`config.mk`:
```
export PLATFORM = sky130hd
export DESIGN_NAME = prog_fsm
export DESIGN_NICKNAME = d
export VERILOG_FILES = /design/src/rtl/prog_fsm.sv
export SDC_FILE = /design/constraint.sdc
export NUM_CORES = 1
export LEC_CHECK = 0
export BUFFER_PORTS_ARGS = -buffer_cell sky130_fd_sc_hd__buf_2
export CAP_MARGIN = 20
export CORE_UTILIZATION = 35
export DETAILED_ROUTE_END_ITERATION = 10
export PLACE_DENSITY_LB_ADDON = 0.3
export SYNTH_ARGS = -nofsm -noshare
export SYNTH_HDL_FRONTEND = slang
export SYNTH_SLANG_ARGS = --single-unit
```
`constraint.sdc`:
```
create_clock -name clock -period 2.6 [get_ports clock]
set_input_delay 0.26 -clock clock [delete_from_list [all_inputs] [get_ports clock]]
set_output_delay 0.26 -clock clock [all_outputs]
set_load 0.02 [all_outputs]
```
`src/rtl/prog_fsm.sv`:
```
// Table-programmable FSM engine: run-time writable next-state/output table,
// Moore/Mealy output select, forced-state load, change pulse and dwell counter.
module prog_fsm #(
    parameter int STATE_W = 2,
    parameter int IN_W    = 2,
    parameter int OUT_W   = 5,
    parameter int OIDX_W  = 3,
    parameter int DWELL_W = 8,
    parameter int MEALY   = 1
) (
    input  logic                      clock,
    input  logic                      reset_n,
    input  logic                      enable,
    input  logic [IN_W-1:0]           a,
    input  logic                      force_en,
    input  logic [STATE_W-1:0]        force_state,
    input  logic                      cfg_we,
    input  logic [STATE_W+IN_W-1:0]   cfg_addr,
    input  logic [STATE_W-1:0]        cfg_next,
    input  logic [OIDX_W-1:0]         cfg_out,
    output logic [STATE_W+OIDX_W-1:0] cfg_rdata,
    output logic [STATE_W-1:0]        state,
    output logic [OUT_W-1:0]          y,
    output logic                      changed,
    output logic [DWELL_W-1:0]        dwell
);

    localparam int AW    = STATE_W + IN_W;
    localparam int DEPTH = 1 << AW;

    logic [STATE_W-1:0] tbl_next [DEPTH];
    logic [OIDX_W-1:0]  tbl_out  [DEPTH];

    logic [AW-1:0]      e_addr;
    logic [AW-1:0]      o_addr;
    logic [STATE_W-1:0] e_next;
    logic [OIDX_W-1:0]  o_idx;
    logic [OUT_W-1:0]   y_dec;
    logic [DWELL_W-1:0] dwell_inc;

    assign e_addr    = {state, a};
    assign o_addr    = (MEALY != 0) ? {state, a} : {state, {IN_W{1'b0}}};
    assign e_next    = tbl_next[e_addr];
    assign o_idx     = tbl_out[o_addr];
    assign cfg_rdata = {tbl_next[cfg_addr], tbl_out[cfg_addr]};

    // Out-of-range output indices decode to all-off.
    always_comb begin
        y_dec = '0;
        for (int i = 0; i < OUT_W; i++) begin
            if (i < (1 << OIDX_W)) begin
                y_dec[i] = (o_idx == OIDX_W'(i));
            end
        end
    end

    assign dwell_inc = (dwell == {DWELL_W{1'b1}}) ? dwell
                                                   : dwell + DWELL_W'(1);

    always_ff @(posedge clock or negedge reset_n) begin
        if (!reset_n) begin
            for (int i = 0; i < DEPTH; i++) begin
                tbl_next[i] <= '0;
                tbl_out[i]  <= '0;
            end
        end else if (cfg_we) begin
            tbl_next[cfg_addr] <= cfg_next;
            tbl_out[cfg_addr]  <= cfg_out;
        end
    end

    always_ff @(posedge clock or negedge reset_n) begin
        if (!reset_n) begin
            state   <= '0;
            y       <= '0;
            changed <= 1'b0;
            dwell   <= '0;
        end else if (force_en) begin
            state   <= force_state;
            y       <= '0;
            changed <= (force_state != state);
            dwell   <= '0;
        end else if (enable) begin
            state   <= e_next;
            y       <= y_dec;
            changed <= (e_next != state);
            dwell   <= (e_next == state) ? dwell_inc : '0;
        end else begin
            changed <= 1'b0;
        end
    end

endmodule

```
* Word-level counts from Yosys, hierarchy flattened
Cells that the tools add are included.
** Operators by class
- $add $sub $neg :: 1
- Mux-type cells :: 28
- Bitwise operators :: 2
- Reductions and logical operators :: 4
- Equality and inequality tests :: 9
- Order comparisons :: 3
** Operators with widths (count)
- $bwmux 48 :: 1
- $bwmux 32 :: 1
- $mux 8 :: 4
- $bmux 3 s4 :: 2
- $bmux 2 s4 :: 2
- $mux 3 :: 5
- $mux 2 :: 7
- $demux 3 s4 :: 1
- $ge 5x5->1 const B :: 2
- $mux 5 :: 2
- $not 4->5 :: 2
- $add 8x1->8 const B :: 1
- $demux 2 s4 :: 1
- $eq 8x8->1 const B :: 1
- $eq 3x2->1 const B :: 2
- $lt 5x1->1 const B :: 1
- $ne 2x2->1 :: 2
- $eq 3x1->1 const B :: 1
- $eq 3x3->1 const B :: 1
- $logic_not 3->1 :: 1
- $ne 3x3->1 const B :: 1
- $eq 2x2->1 :: 1
- $mux 1 :: 2
- $reduce_and 2->1 :: 1
- other kinds (2) :: 2
** Storage, ports and cells
- Bits of input ports :: 18
- Output and inout port bits :: 21
- Logic and storage cells :: 83
- Bits in registers :: 96

* Logic depth before layout (Yosys ltp)
- Word-level depth :: 8
- Mapped depth :: 7
- Gate-level depth less buffers :: 6

* Worst setup path before layout
Ideal clock, no wire load.
- Path type :: register -> register
- Start point :: register state[0]
- End point :: register y[1]
- Cell stages (with the launch flop) :: 8
- Required time :: 2508 ps
- Buffers on the path :: 2
- Clock period less this slack :: 2003 ps
- Setup slack :: 597 ps
- Arrival :: 1911 ps
- Library setup time :: 92 ps
- Cells stage by stage :: dfrtp_1 -> clkbuf_1 -> buf_2 -> mux4_1 -> mux2_2 -> o22ai_1 -> nand2_1 -> o31ai_2
** On the way
- Word-level cells in the longest chain between the ends :: 7
** Ends and longest elaborated chain
- start, declared :: line 22 : output logic [STATE_W-1:0] state,
- start signal, assigned :: line 79 : state <= force_state;
- start signal, assigned :: line 84 : state <= e_next;
- $not 4->5 (not written as such) :: line 44 : assign o_idx = tbl_out[o_addr];
- $bmux 3 s4 :: line 44
- $mux 3 (not written as such) (2 in series) :: line 44
- $eq 3x1->1 :: line 52 : y_dec[i] = (o_idx == OIDX_W'(i));
- $mux 5 :: line 83 : end else if (enable) begin
- $mux 5 :: line 78 : end else if (force_en) begin
- end signal, assigned :: line 85 : y <= y_dec;
- end, declared :: line 23 : output logic [OUT_W-1:0] y,
No other way between the ends. The select of a mux whose other input is x is not followed.
A chain may end at the register's enable or synchronous reset.

* Worst setup path in the final report
- Start point :: input cfg_addr[0]
- End point :: output cfg_rdata[3]
** On the way
- Word-level cells in the longest chain between the ends :: 4
** Ends and longest elaborated chain
- start, declared :: line 18 : input logic [STATE_W+IN_W-1:0] cfg_addr,
- $not 4->5 (not written as such) :: line 45 : assign cfg_rdata = {tbl_next[cfg_addr], tbl_out[cfg_addr]};
- $bmux 2 s4 :: line 45
- $mux 2 (not written as such) (2 in series) :: line 45
- end, declared :: line 21 : output logic [STATE_W+OIDX_W-1:0] cfg_rdata,
No other way between the ends. The select of a mux whose other input is x is not followed.

==> results.cfg <==
[clock_tree]
post_cts_buffers = 0
cts_tree = built
root_buffer = clkbuf_16
cts.sinks = 96
clock_path_buffers = 2
cts_resized = 0
htree_levels = 3
clkTransAtPathRegs_ns = 0.06
numCtsBuffers = 9
insertion_delay_ns = 0.34

[sta]
tns_ns = 0
setup_viol = 0
hold_viol_final = 0
min_period_ns = 2.38
slew-limit-headroom = 0.510
worst_slack_ns = 0.220
rsz0062_at_grt = no
worstMarginPinSlew_ns = 0.735
max_freq_mhz = 420
skew_ns = 0.00557
slew_violations = 0
fin_crit_sh = 0.915

[global_routing]
grt_first_pass_wirelength_mm = 19.6
grt_use_met1 = 0.235
grt_max_degree = 39
overflow = 0
grt_busiest_layer = met2
grt_pass1_vias = 3417
grt_util_met2 = 0.280
use_met3 = 0.0403
grtUsageTotal = 0.174
antenna_found_initial = 0

[floorplan]
initial_utilization = 0.359
rows = 44
core_region_area_um2 = 14500
io-pin-count = 39
die-area_um2 = 15400
die_h_um = 124
die_w_um = 124

[routing]
drc_errors = 0
drtPass1Iterations = 4
antenna_left = 0
wire_per_inst_um = 21.2
viasPerCell = 5.70
routed-via-count = 3335
drtIter0Drc = 229
wirelength_mm = 12.4

[critical_path]
cp-end-kind = primary output
crit_path_start = cfg_addr[0]
cp_slowest_cell = mux4_2
r2r_start = state[0]
path_cells = buf_2 -> mux4_2 -> mux4_2 -> buf_2
start_kind = input pin
arrival_ns = 2.12
cp_slowest_stage_delay_ns = 0.60
crit_fanout = 23
critPathRequiredTime_ns = 2.34
critPathKind = input pin to primary output

[job]
drv_cap = 0

[hold_path]
hp-start = force_state[1]
hp-class = input pin to register

[cells_and_area]
area_growth_pct = 13.5
drive_gt1_frac = 0.481
diodes = 0
layout_commonest_cell = dfrtp_1
final_nets = 417
final_cell_mix = 96 x dfrtp_1, 84 x mux2_2, 40 x mux4_2

[synth]
synthCells = 359
synth_edf_count = 0
synth.yosys.seq_area_share = 0.461
ys_types = 49
ys_ff_latch = 96
syn_avg_cell_area_um2 = 14.5
syn_area_um2 = 5220
yosysWarnings = 0
synth-async-reset-ratio = 1.00
synth_flop_cell = dfrtp_1
syn_nets = 378

[power]
vdd_drop_max_v = 0.000335
power_density_nw_per_um2 = 749
p_leak_nw = 2.49
fin_total_pwr_mw = 4.44

[placement]
gp_congestion = 0.789
io_buffers = 38
dp_hpwl_mm = 8.89
pre_cts_ws_ns = 0.164

[outcome]
status = finished clean
-- path summary, 6_finish.rpt --
path                       slack, ns           end  depth (start not counted)
hold / removal                  0.19      state[1]                          2
hold reg to reg                 0.47          y[4]                          2
setup / recovery                0.22  cfg_rdata[3]                          4
min in group asynchronous       0.43      dwell[3]                          2
setup reg to reg                0.54      dwell[6]                          5
max in group asynchronous       1.45   tbl_out[24]                          3
-- power breakdown --
part	internal [mW]	switching (mW)	total [mW]
Sequential	1.80	0.248	2.05
Clock	0.718	0.528	1.25
Combinational	0.668	0.472	1.14
Total	3.19	1.25	4.44
-- cell usage after synthesis (all sizes together) (2+ instances only) --
cell type,number,area share
nand3b,3,0.0043
a21oi,6,0.0065
nand2,19,0.014
clkbuf,15,0.011
buf,9,0.013
mux2,84,0.18
nor2b,4,0.0048
a31oi,5,0.0060
and3,2,0.0024
nand4,2,0.0024
nand3,7,0.0067
a21o,3,0.0043
nor2,15,0.011
nand2b,5,0.0060
nor3,4,0.0038
o211ai,3,0.0043
o21ai,2,0.0019
o22ai,2,0.0024
clkinv,2,0.0014
and4,2,0.0034
mux2i,3,0.0082
xnor2,2,0.0034
dfrtp,96,0.46
mux4,47,0.21
-- flip-flops by register name, summed over array words and instances (netlist names) --
register,count
changed,1
dwell,8
state,2
tbl_next,32
tbl_out,48
y,5
-- per-stage QoR --
stage / hold WS, ns / utilization / cells / instance area (um2)
global placement: 0.275 / 0.388 / 570 / 5640
global route: 0.193 / 0.407 / 585 / 5920
detailed placement: 0.259 / 0.388 / 570 / 5640
floorplan: -0.0356 / - / 359 / 5220
finish: 0.188 / 0.407 / 585 / 5920
CTS: 0.174 / 0.407 / 585 / 5920
-- worst max-delay path: cells and delay by family --
kind / cells / cell delay [ns]
mux: 2 / 1.10
buf+inv: 2 / 0.74
-- per-layer routing --
layer / routed length (um) / vias to the layer above / part of all wire
li1: - / 1467 / -
met1: 5650 / 1778 / 0.46
met2: 6080 / 82 / 0.49
met3: 552 / 8 / 0.045
met4: 103 / 0 / 0.0083
met5: 0 / - / 0
-- cells by family (layout without fill, tap and decap cells) --
group           Yosys count  count (layout)  share of synthesized area
compound gates           32              32                     0.0461
simple gates             67              67                     0.0643
fa+ha+maj                 1               1                    0.00240
xor+xnor                  2               2                    0.00336
flops                    96              96                      0.461
buf+inv                  27              69                     0.0259
mux                     134             134                      0.397
-- area by class of cell --
class / count / area [um2]
clock buffers: 14 / 274
fillers: 1365 / 8610
inverters: 3 / 11.3
multi-input cells: 236 / 2680
flip-flops and latches: 96 / 2400
well taps: 184 / 230
repair buffers: 52 / 325
-- repair_timing --
| item | CTS | global route |
|---|---|---|
| endpoints found under the hold margin | 35 | 0 |
| endpoints found under the setup margin | 0 | 0 |
| hold buffers | 1 | 0 |
No activity file was read; power rests on OpenSTA's default activity.
